===== config.mk =====
export PLATFORM = sky130hd
export DESIGN_NAME = shifter_universal_seq_flat
export DESIGN_NICKNAME = d
export VERILOG_FILES = /design/src/rtl/shifter_pkg.sv /design/src/rtl/shifter_universal_seq_if.sv /design/src/rtl/shifter_universal_step.sv /design/src/rtl/shifter_universal_seq.sv /design/src/flat_wrapper.sv
export SDC_FILE = /design/constraint.sdc
export NUM_CORES = 1
export LEC_CHECK = 0
export ABC_CLOCK_PERIOD_IN_PS = 2250
export CAP_MARGIN = 10
export CORE_ASPECT_RATIO = 0.7
export CORE_MARGIN = 4
export CORE_UTILIZATION = 45
export CTS_BUF_LIST = sky130_fd_sc_hd__clkbuf_16
export DETAILED_ROUTE_END_ITERATION = 12
export PLACE_DENSITY = 0.75
export SYNTH_ARGS = -nofsm -noshare
export SYNTH_HDL_FRONTEND = slang
export SYNTH_HIERARCHICAL = 1
export SYNTH_SLANG_ARGS = --single-unit
export TNS_END_PERCENT = 100

===== constraint.sdc =====
create_clock -name i_clk -period 2.25 [get_ports i_clk]
set_clock_uncertainty 0.1 [all_clocks]
set_input_delay 0.5625 -clock i_clk [delete_from_list [all_inputs] [get_ports i_clk]]
set_output_delay 0.5625 -clock i_clk [all_outputs]
set_load 0.03 [all_outputs]

===== src/rtl/shifter_pkg.sv =====
`default_nettype none
// ============================================================================
// Package     : shifter_pkg
// Description : Shared types and helpers for the universal sequential shifter:
//               operation encoding, controller state encoding and a helper
//               that tells multi-cycle shift operations from one-cycle ones.
// Revision    : 1.0 - initial release
// ============================================================================
package shifter_pkg;

    localparam int c_op_w = 3;

    // Operation codes as presented on the command interface
    typedef enum logic [c_op_w-1:0] {
        OP_NOP  = 3'd0,
        OP_SHR  = 3'd1,
        OP_SHL  = 3'd2,
        OP_LOAD = 3'd3,
        OP_ASR  = 3'd4,
        OP_ROR  = 3'd5,
        OP_ROL  = 3'd6,
        OP_CLR  = 3'd7
    } shift_op_t;

    // Controller states: IDLE accepts commands, RUN steps one bit per cycle
    typedef enum logic [0:0] {
        ST_IDLE = 1'b0,
        ST_RUN  = 1'b1
    } shift_state_t;

    // True for the operations that move data one bit per cycle
    function automatic logic is_shift_op(input shift_op_t op);
        return (op == OP_SHR) || (op == OP_SHL) || (op == OP_ASR) ||
               (op == OP_ROR) || (op == OP_ROL);
    endfunction

endpackage
`default_nettype wire


===== src/rtl/shifter_universal_seq_if.sv =====
`default_nettype none
// ============================================================================
// Interface   : shifter_universal_seq_if
// Description : Command / data bundle of the universal sequential shifter.
//               The master drives commands and serial fill bits, the slave
//               (the shifter) returns register contents and status.
// Revision    : 1.0 - initial release
// ============================================================================
interface shifter_universal_seq_if #(
    parameter int WIDTH = 8
);
    import shifter_pkg::*;

    localparam int AW = $clog2(WIDTH + 1);

    logic             i_valid;
    logic             o_ready;
    shift_op_t        i_op;
    logic [AW-1:0]    i_amt;
    logic [WIDTH-1:0] i_pdata;
    logic             i_sdata_lt;
    logic             i_sdata_rt;
    logic             i_abort;
    logic [WIDTH-1:0] o_pdata;
    logic             o_sdata_lt;
    logic             o_sdata_rt;
    logic             o_busy;
    logic             o_done;

    modport master (
        output i_valid, i_op, i_amt, i_pdata, i_sdata_lt, i_sdata_rt, i_abort,
        input  o_ready, o_pdata, o_sdata_lt, o_sdata_rt, o_busy, o_done
    );

    modport slave (
        input  i_valid, i_op, i_amt, i_pdata, i_sdata_lt, i_sdata_rt, i_abort,
        output o_ready, o_pdata, o_sdata_lt, o_sdata_rt, o_busy, o_done
    );

endinterface
`default_nettype wire


===== src/rtl/shifter_universal_step.sv =====
`default_nettype none
// ============================================================================
// Module      : shifter_universal_step
// Description : Purely combinational single-bit step of the universal shifter.
//               Non-shift operations pass the data through unchanged.
// Revision    : 1.0 - initial release
// ============================================================================
module shifter_universal_step
    import shifter_pkg::*;
#(
    parameter int WIDTH = 8
) (
    input  shift_op_t        i_op,
    input  logic [WIDTH-1:0] i_data,
    input  logic             i_sdata_lt,
    input  logic             i_sdata_rt,
    output logic [WIDTH-1:0] o_data
);

    // One-bit move; fill bits come from the serial inputs or the data itself
    always_comb begin
        o_data = i_data;
        case (i_op)
            OP_SHR:  o_data = {i_sdata_rt, i_data[WIDTH-1:1]};
            OP_SHL:  o_data = {i_data[WIDTH-2:0], i_sdata_lt};
            OP_ASR:  o_data = {i_data[WIDTH-1], i_data[WIDTH-1:1]};
            OP_ROR:  o_data = {i_data[0], i_data[WIDTH-1:1]};
            OP_ROL:  o_data = {i_data[WIDTH-2:0], i_data[WIDTH-1]};
            default: o_data = i_data;
        endcase
    end

endmodule
`default_nettype wire


===== src/rtl/shifter_universal_seq.sv =====
`default_nettype none
// ============================================================================
// Module      : shifter_universal_seq
// Description : Universal sequential shift register. LOAD/CLR/NOP complete in
//               the accept cycle; shift and rotate commands run one bit per
//               cycle for a clamped count, can be aborted, and signal
//               completion with a one-cycle done pulse.
// Revision    : 1.0 - initial release
// ============================================================================
module shifter_universal_seq
    import shifter_pkg::*;
#(
    parameter int WIDTH = 8
) (
    input wire logic              i_clk,
    input wire logic              i_rst_n,
    shifter_universal_seq_if.slave bus
);

    localparam int AW = $clog2(WIDTH + 1);

    // Largest meaningful count; anything above it shifts the full width
    localparam logic [AW-1:0] c_amt_max = AW'(WIDTH);
    localparam logic [AW-1:0] c_cnt_one = AW'(1);

    shift_state_t     r_state;
    shift_op_t        r_op;
    logic [AW-1:0]    r_cnt;
    logic [WIDTH-1:0] r_pdata;
    logic             r_done;

    logic [AW-1:0]    w_amt_clamped;
    logic [WIDTH-1:0] w_step_data;
    logic             w_accept;
    logic             w_start_run;

    // Clamp the requested count and classify the incoming command
    always_comb begin
        w_amt_clamped = (bus.i_amt > c_amt_max) ? c_amt_max : bus.i_amt;
        w_accept      = bus.i_valid && (r_state == ST_IDLE);
        w_start_run   = is_shift_op(bus.i_op) && (w_amt_clamped != '0);
    end

    shifter_universal_step #(
        .WIDTH (WIDTH)
    ) u_step (
        .i_op       (r_op),
        .i_data     (r_pdata),
        .i_sdata_lt (bus.i_sdata_lt),
        .i_sdata_rt (bus.i_sdata_rt),
        .o_data     (w_step_data)
    );

    // Controller: accept in IDLE, one step per cycle in RUN, registered done
    always_ff @(posedge i_clk or negedge i_rst_n) begin
        if (!i_rst_n) begin
            r_state <= ST_IDLE;
            r_op    <= OP_NOP;
            r_cnt   <= '0;
            r_pdata <= '0;
            r_done  <= 1'b0;
        end else begin
            r_done <= 1'b0;
            case (r_state)
                ST_IDLE: begin
                    if (w_accept) begin
                        case (bus.i_op)
                            OP_LOAD: r_pdata <= bus.i_pdata;
                            OP_CLR:  r_pdata <= '0;
                            default: r_pdata <= r_pdata;
                        endcase
                        if (w_start_run) begin
                            // Data stays put here; the first step happens next edge
                            r_op    <= bus.i_op;
                            r_cnt   <= w_amt_clamped;
                            r_state <= ST_RUN;
                        end else begin
                            // One-cycle commands and zero-length shifts finish now
                            r_done  <= 1'b1;
                        end
                    end
                end
                ST_RUN: begin
                    if (bus.i_abort) begin
                        // Keep the partial result, no step, no done pulse
                        r_cnt   <= '0;
                        r_state <= ST_IDLE;
                    end else begin
                        r_pdata <= w_step_data;
                        r_cnt   <= r_cnt - c_cnt_one;
                        if (r_cnt == c_cnt_one) begin
                            r_state <= ST_IDLE;
                            r_done  <= 1'b1;
                        end
                    end
                end
                default: begin
                    r_state <= ST_IDLE;
                    r_cnt   <= '0;
                end
            endcase
        end
    end

    // Status and serial outputs follow the registers directly
    always_comb begin
        bus.o_ready    = (r_state == ST_IDLE);
        bus.o_busy     = (r_state == ST_RUN);
        bus.o_done     = r_done;
        bus.o_pdata    = r_pdata;
        bus.o_sdata_lt = r_pdata[0];
        bus.o_sdata_rt = r_pdata[WIDTH-1];
    end

endmodule
`default_nettype wire


===== src/flat_wrapper.sv =====
// flat-port wrapper written by rule: the top's interface ports become plain ports
module shifter_universal_seq_flat import shifter_pkg::*;
#(
    parameter int WIDTH = 8
)
  (i_clk, i_rst_n, bus_i_valid, bus_i_op, bus_i_amt, bus_i_pdata, bus_i_sdata_lt, bus_i_sdata_rt, bus_i_abort, bus_o_ready, bus_o_pdata, bus_o_sdata_lt, bus_o_sdata_rt, bus_o_busy, bus_o_done);
  shifter_universal_seq_if #(.WIDTH(WIDTH)) bus_i ();
  input wire logic i_clk;
  input wire logic i_rst_n;
  input wire logic [$bits(bus_i.i_valid)-1:0] bus_i_valid;
  input wire logic [$bits(bus_i.i_op)-1:0] bus_i_op;
  input wire logic [$bits(bus_i.i_amt)-1:0] bus_i_amt;
  input wire logic [$bits(bus_i.i_pdata)-1:0] bus_i_pdata;
  input wire logic [$bits(bus_i.i_sdata_lt)-1:0] bus_i_sdata_lt;
  input wire logic [$bits(bus_i.i_sdata_rt)-1:0] bus_i_sdata_rt;
  input wire logic [$bits(bus_i.i_abort)-1:0] bus_i_abort;
  output wire logic [$bits(bus_i.o_ready)-1:0] bus_o_ready;
  output wire logic [$bits(bus_i.o_pdata)-1:0] bus_o_pdata;
  output wire logic [$bits(bus_i.o_sdata_lt)-1:0] bus_o_sdata_lt;
  output wire logic [$bits(bus_i.o_sdata_rt)-1:0] bus_o_sdata_rt;
  output wire logic [$bits(bus_i.o_busy)-1:0] bus_o_busy;
  output wire logic [$bits(bus_i.o_done)-1:0] bus_o_done;
  assign bus_i.i_valid = bus_i_valid;
  assign bus_i.i_op = bus_i_op;
  assign bus_i.i_amt = bus_i_amt;
  assign bus_i.i_pdata = bus_i_pdata;
  assign bus_i.i_sdata_lt = bus_i_sdata_lt;
  assign bus_i.i_sdata_rt = bus_i_sdata_rt;
  assign bus_i.i_abort = bus_i_abort;
  assign bus_o_ready = bus_i.o_ready;
  assign bus_o_pdata = bus_i.o_pdata;
  assign bus_o_sdata_lt = bus_i.o_sdata_lt;
  assign bus_o_sdata_rt = bus_i.o_sdata_rt;
  assign bus_o_busy = bus_i.o_busy;
  assign bus_o_done = bus_i.o_done;
  shifter_universal_seq #(.WIDTH(WIDTH)) u_core (.i_clk(i_clk), .i_rst_n(i_rst_n), .bus(bus_i));
endmodule

# Word level (Yosys, flattened, before mapping)
# Cells that the tools add are included.
# word_totals
register_bits,17
in_bits,21
output_inout_bits,13
# classes
n_addsub,1
magnitude_cmp,1
n_eq_ne,20
muxes,20
bitwise_logic,1
reduce_logical,11
# ops
cell,n
$pmux W8 S5,1
$pmux W8 S2,2
$eq A3 B3 Y1 const B,7
$mux W4,4
$mux W8,2
$eq A3 B2 Y1 const B,3
$mux W1,8
$pmux W4 S2,1
$eq A3 B1 Y1 const B,2
$ne A6 B6 Y1 const B,1
$ne A5 B5 Y1 const B,1
$reduce_and A5 Y1,1
$eq A4 B1 Y1 const B,1
$gt A4 B4 Y1 const B,1
$logic_or A1 B1 Y1,4
$ne A2 B1 Y1 const B,2
$ne A2 B2 Y1 const B,2
$pmux W1 S2,2
$reduce_and A4 Y1,1
$reduce_bool A4 Y1,1
$sub A4 B1 Y4 const B,1
$ne A3 B1 Y1 const B,1
$reduce_and A3 Y1,1
$logic_and A1 B1 Y1,2
2 further kinds,2

# Longest topological paths before layout
# Gate-level depths: netlist (run 1).
# logic_depth
depth_word,9
depth_mapped,6
mapped_depth_nobuf,5

# By module
# Netlist (run 1), hierarchy kept.
# by_module_without_submodules
mod,n_inst,cells_per_inst,area_per_inst_um2,seq_area_each_um2
shifter_universal_seq,1,80,952.2,425.4
shifter_universal_step,1,38,324.1,0.0

# Least setup slack after synthesis (run 1)
# Ideal clock, no wire load.
# synth_path
path_kind,reg2out
startpoint,"register u_core.r_state, in the netlist u_core/bus.o_busy"
endpoint,output bus_o_ready
t_arrival_ns,1.125
slack_ns,0.463
path_stages_with_launch,4
path_cell_list,dfrtp_1 buf_2 buf_2 inv_1
# synth_between
elab_chain_len,1
# synth_lines
item,line,source
start: declaration,shifter_universal_seq.sv:26,shift_state_t r_state;
start signal: assignment,shifter_universal_seq.sv:57,r_state <= ST_IDLE;
start signal: assignment,shifter_universal_seq.sv:76,r_state <= ST_RUN;
start signal: assignment,shifter_universal_seq.sv:87,r_state <= ST_IDLE;
$not A1 Y1 (no source line),n/a,
end: declaration,flat_wrapper.sv:17,output wire logic [$bits(bus_i.o_ready)-1:0] bus_o_ready;
# No other way between the ends.

# Worst setup path in the final report (run 1)
# layout_path
startpoint,"register u_core.r_state, in the netlist u_core/bus.o_busy"
endpoint,output bus_o_busy
# layout_rtl
item,line,source
end: declaration,flat_wrapper.sv:21,output wire logic [$bits(bus_i.o_busy)-1:0] bus_o_busy;
# No word-level cell between the ends.

==> metrics.md, run 1 <==
| Metric | Value |
|---|---|
| Outcome | finished clean |
| Cell area after layout | 1758 um^2 |
| Most frequent cells in the layout | clkdlybuf4s50_1, dfrtp_1, mux2_2 |
| Unrepaired setup endpoints after global routing | false |
| Ranking of synthesized cells by area | dfrtp_1, mux2_2, mux2_4 |
| NetSw | 0.9346 mW |
| Power Density | 1264 nW/um^2 |
| Asr flop ratio synth | 100.0% |
| Worst path top cell family by delay | buffers and inverters |
| Fin. Hold Viols | 0 |
| Via count | 1,130 |
| Clock Sinks | 17 |
| Drt first pass iters | 4 |
| Mean Syn Cell Area | 10.82 um^2 |
| Routed wire length | 3.546 mm |
| Gp weighted congestion | 0.8168 |
| Clock buffer depth | 2 |
| Cells after Synth | 118 |
| Clk slew on worst S/H paths | 0.05 ns |
| Initial Util | 49.28% |
| Buf/Inv on CP | 1 |
| Final Util | 67.87% |
| Routed wire per std cell | 18.47 um |
| Commonest register cell after synthesis | dfrtp_1 |
| Hold WC Path Type | register to register |
| Mapped Area | 1276 um^2 |
| Die Height | 52.56 um |
| Vias/cell | 5.885 |
| Actual slew at the worst max-slew pin | 0.7658 ns |
| Final Net Count | 182 |
| Comb pwr share | 53.3% |
| # hold bufs at CTS | 0 |
| H-tree depth | 1 |
| Worst-path fanout max | 9 |
| Cell Chain, Critical Path | clkdlybuf4s50_1 |
| R2R Setup Slk | 0.13 ns |
| Seq/Total Area, Yosys | 33.33% |
| CTS buffer count | 3 |
| Io pins | 34 |
| Dpl hpwl | 2.576 mm |
| Min Tclk post-route | 2.171 ns |
| Row count | 15 |
| Number of global-route vias before repair | 1,185 |
| CP max-delay cell | clkdlybuf4s50_1 |
| IO Port Bufs | 33 |
| CP peak stage delay | 0.74 ns |
| Slew Viols, Final | 0 |
| Power share of the sequential group | 30.5% |
| Clk network pwr share | 16.2% |
| Post-CTS Setup Repair Bufs | 0 |
| Global-route wire length before repair | 5.865 mm |
| Die W | 71.65 um |
| Pin count of the biggest net entering global routing | 18 |
| Arrival time worst endpoint | 1.51 ns |
| Synth-to-layout area growth | 37.75% |
| Post-route DRC | 0 |
| Final setup vio count | 0 |
| Yosys warns | 6 |
| Top-area cell type share of the netlist area | 33.33% |
| Layout cells sized above 1 | 27.85% |
| Core Area | 2590 um^2 |
| Required time of the critical path | 1.59 ns |
| Area leader, netlist | dfrtp_1 |
| Post-synth EDFFs | 0 |
| WS Path Type | register to output pin |
| 1st-iter DRT viols | 72 |
| Initial antenna violation count | 0 |
| Detail Route Antenna Nets | 0 |
| Yosys cell types | 43 |
| Worst skew pair latency | 0.25 ns |
| Commonest non-fill, non-tap cell in the layout | clkdlybuf4s50_1 |
| Area after DPL | 1675 um^2 |
| Worst setup SP type | register |
| Syn nets | 141 |
| Critical Path Sink Type | output pin |
| Internal | 1.288 mW |
| Leakage | 0.7345 nW |
| Max_cap viols | 0 |
| Slew headroom | 48.95% |
| CTS tree | built |
| Switch share | 42.06% |
| FMAX | 0.4607 GHz |
| Period utilisation layout | 96.47% |
| Overflow after GRT | 0 |
| Worst IR drop on VDD | 0.7293 mV |
| Antenna Cells | 0 |
| Die ar. | 3766 um^2 |
| Total GRT Usage | 20.95% |
| Root buf cell | clkbuf_16 |
| Yosys reg bits | 17 |
[metrics by stage]
stage	setup TNS [ns]	instances	setup WS (ns)	hold slack [ns]	power (mW)
5_1_grt	0	192	0.007262	0.5392	2.352
4_1_cts	0	192	0.03864	0.5114	2.220
2_1_floorplan	0	118	0.4625	0.1669	1.458
3_5_place_dp	-0.4130	188	-0.09282	0.4981	1.854
6_report	0	192	0.07937	0.5175	2.222
3_3_place_gp	-0.04145	188	-0.01432	0.4770	1.799
[layout make-up]
type                    count  area, um^2
well taps                  34       42.54
fillers                   207       832.0
flip-flops and latches     17       425.4
clock buffers               3       75.07
multi-input cells          90       790.8
clock inverters             1       5.005
repair buffers             42       400.4
inverters                   5       18.77
[power groups by stage]
stage               clock network [mW]  logic, mW  registers (mW)
finish                           0.360       1.18           0.677
global route                     0.386       1.26           0.709
CTS                              0.365       1.18           0.672
detailed placement                   0       1.18           0.676
global placement                     0       1.14           0.661
floorplan                            0      0.737           0.722
[logic make-up (layout without fill, tap and decap cells)]
logic type	after synthesis	after routing	share of synthesized area (%)
mux	26	26	23.92
buf+inv	11	51	4.705
fa+ha+maj	2	2	1.960
xor+xnor	2	2	1.373
compound gates	33	33	20.88
flops	17	17	33.33
simple gates	27	27	13.82
[worst paths after layout]
kind                                        startpoint                           endpoint  depth (start not counted)
setup / recovery           u_core/bus.o_busy$_DFF_PN0_                         bus_o_busy                          1
hold / removal             u_core/r_cnt[1]$_DFFE_PN0P_        u_core/r_cnt[1]$_DFFE_PN0P_                          2
setup reg to reg            u_core/r_op[0]$_DFFE_PN0P_  u_core/bus.o_pdata[1]$_DFFE_PN0P_                          5
hold reg to reg            u_core/r_cnt[1]$_DFFE_PN0P_        u_core/r_cnt[1]$_DFFE_PN0P_                          2
max in group asynchronous                      i_rst_n        u_core/bus.o_busy$_DFF_PN0_                          2
min in group asynchronous                      i_rst_n  u_core/bus.o_pdata[5]$_DFFE_PN0P_                          2
[flip-flops by register name (all words and copies together), names as in the netlist]
register            cells
u_core/r_cnt            4
u_core/bus.o_pdata      8
u_core/bus.o_done       1
u_core/r_op             3
u_core/bus.o_busy       1
[cells in the mapped netlist, types with 2 or more instances]
cell       n
dfrtp_1   17
mux2_2    12
nand2_1    9
a22o_1     8
mux2i_1    8
mux2_4     6
o21ai_1    5
inv_1      4
buf_2      3
nand4_1    3
nor3_1     3
a31oi_1    2
buf_4      2
ha_1       2
nand2b_1   2
nor2_1     2
nor4_4     2
o21ai_2    2
o311ai_0   2
[repair_timing]
item                                    CTS  global route
endpoints found under the setup margin    0             1
hold endpoints to repair                  0             0
gates resized for setup                   0             1
[layer usage]
| metal | GRT usage, % | part of all wire, % |
|---|---|---|
| met5 | 0 | 0 |
| met4 | 7.500 | 0.90 |
| met3 | 4.789 | 5.3 |
| met2 | 35.21 | 49 |
| met1 | 26.47 | 45 |
Power figures use the tool's default switching activity.
==> run 2, diff against run 1 <==
--- a/config.mk
+++ b/config.mk
@@ -9,10 +9,9 @@
 export CAP_MARGIN = 10
 export CORE_ASPECT_RATIO = 0.7
 export CORE_MARGIN = 4
-export CORE_UTILIZATION = 45
+export CORE_UTILIZATION = 35
 export CTS_BUF_LIST = sky130_fd_sc_hd__clkbuf_16
 export DETAILED_ROUTE_END_ITERATION = 12
-export PLACE_DENSITY = 0.75
 export SYNTH_ARGS = -nofsm -noshare
 export SYNTH_HDL_FRONTEND = slang
 export SYNTH_HIERARCHICAL = 1
==> run 2 against run 1 <==
Against the previous run: final cell count grew 8.3%; sequential cell count is the same; clock-buffer cell count is the same; non-clock buffer count is the same; setup slack gained 0.061 ns; register-to-register slack gained 0.27 ns; critical path depth is the same; fmax grew 2.9%; die area grew 25%; wire length shrank 10%; highest routed layer unchanged.
==> metrics.md, run 2 (same netlist as run 1, synthesis figures left out) <==
| Metric | Value |
|---|---|
| Gp weighted congestion | 0.8114 |
| WS Path Type | register to output pin |
| Number of global-route vias before repair | 1,083 |
| Initial Util | 36.32% |
| Unrepaired setup endpoints after global routing | false |
| Worst setup SP type | register |
| Antenna Cells | 0 |
| Pwr Total | 2.202 mW |
| Min Tclk post-route | 2.110 ns |
| Via count | 1,089 |
| FMAX | 0.4739 GHz |
| Dpl hpwl | 2.382 mm |
| Commonest non-fill, non-tap cell in the layout | clkdlybuf4s50_1 |
| Max FFs per register | 8 |
| Post-route DRC | 0 |
| Cell Chain, Critical Path | clkdlybuf4s50_1 |
| IO Port Bufs | 33 |
| Final Util | 50.93% |
| Root buf cell | clkbuf_16 |
| Critical Path Sink Type | output pin |
| Area after DPL | 1708 um^2 |
| Vias/cell | 5.236 |
| Max_cap viols | 0 |
| CP peak stage delay | 0.73 ns |
| Detail Route Antenna Nets | 0 |
| Post-cts sizing count | 0 |
| Synth-to-layout area growth | 40.20% |
| Pin count of the biggest net entering global routing | 18 |
| Initial antenna violation count | 0 |
| Post-CTS Setup Repair Bufs | 0 |
| Row count | 18 |
| Total GRT Usage | 14.93% |
| Die Height | 58.52 um |
| Setup total negative slack | 0 ns |
| Overflow after GRT | 0 |
| Layout cells sized above 1 | 27.22% |
| Period utilisation layout | 93.78% |
| Slew headroom | 60.33% |
| H-tree depth | 1 |
| Worst path top cell family by delay | buffers and inverters |
| Clk slew on worst S/H paths | 0.05 ns |
| Most frequent cells in the layout | clkdlybuf4s50_1, dfrtp_1, mux2_2 |
| # hold bufs at CTS | 0 |
| Routed wire per std cell | 15.33 um |
| Worst skew pair latency | 0.25 ns |
| Drt first pass iters | 4 |
| Slew Viols, Final | 0 |
| Worst-path fanout max | 7 |
| Required time of the critical path | 1.59 ns |
| CTS buffer count | 3 |
| Routed wire length | 3.189 mm |
| CP max-delay cell | clkdlybuf4s50_1 |
| Arrival time worst endpoint | 1.45 ns |
| Leakage | 0.7402 nW |
| Die ar. | 4692 um^2 |
| Clock Sinks | 17 |
| Final setup vio count | 0 |
| Io pins | 34 |
| Buf/Inv on CP | 1 |
| 1st-iter DRT viols | 93 |
| Core Area | 3513 um^2 |
| Actual slew at the worst max-slew pin | 0.5950 ns |
| Hold WC Path Type | register to register |
| Clock buffer depth | 2 |
| Cell area after layout | 1789 um^2 |
| Die W | 80.18 um |
| Global-route wire length before repair | 5.485 mm |
| Worst IR drop on VDD | 0.7635 mV |
| Outcome | finished clean |
| Power Density | 1230 nW/um^2 |
| Fin. Hold Viols | 0 |
| CTS tree | built |
| Final Net Count | 182 |
## run 2: changes by cell type in the layout (fill, tap and decap cells not counted)
cell      delta
buf_12       +1
buf_4        -1
clkinv_2     -1
inv_1        +1
## run 2: routing by layer
layer / GRT usage, % / vias to the layer above / part of all wire (%)
met4: 2.892 / 0 / 0.72
met5: 0 / - / 0
li1: - / 536 / -
met2: 22.17 / 19 / 43
met3: 3.058 / 2 / 3.6
met1: 22.51 / 532 / 52
## run 2: cell type report
cell class,count,area [um^2]
multi-input combinational,90,790.8
timing repair buffer,42,412.9
inverter,5,18.77
fill,335,1724
clock buffer,3,75.07
sequential,17,425.4
clock inverter,1,3.754
tap,50,62.56
## run 2: path summary, 6_finish.rpt
check                                                  start                           endpoint  slack (ns)  depth (start not counted)
max reg2reg                       u_core/r_op[0]$_DFFE_PN0P_  u_core/bus.o_pdata[1]$_DFFE_PN0P_        0.40                          6
min                              u_core/r_cnt[1]$_DFFE_PN0P_        u_core/r_cnt[1]$_DFFE_PN0P_        0.50                          2
min reg2reg                      u_core/r_cnt[1]$_DFFE_PN0P_        u_core/r_cnt[1]$_DFFE_PN0P_        0.50                          2
min in group asynchronous                            i_rst_n  u_core/bus.o_pdata[2]$_DFFE_PN0P_        0.54                          2
max in group asynchronous                            i_rst_n  u_core/bus.o_pdata[3]$_DFFE_PN0P_        1.31                          2
max                        u_core/bus.o_pdata[7]$_DFFE_PN0P_                     bus_o_pdata[7]        0.14                          1
## run 2: metrics by stage
stage	instances	setup WS (ns)	hold WS (ns)
3_5_place_dp	204	-0.01535	0.4878
4_1_cts	208	0.04288	0.5015
2_1_floorplan	118	0.4625	0.1669
5_1_grt	208	0.09006	0.5195
3_3_place_gp	204	0.04725	0.5044
6_report	208	0.1400	0.5004
## run 2: power breakdown
group	total (mW)	internal, mW	switching (mW)
clock network	0.353	0.236	0.117
registers	0.635	0.428	0.207
logic	1.21	0.638	0.576
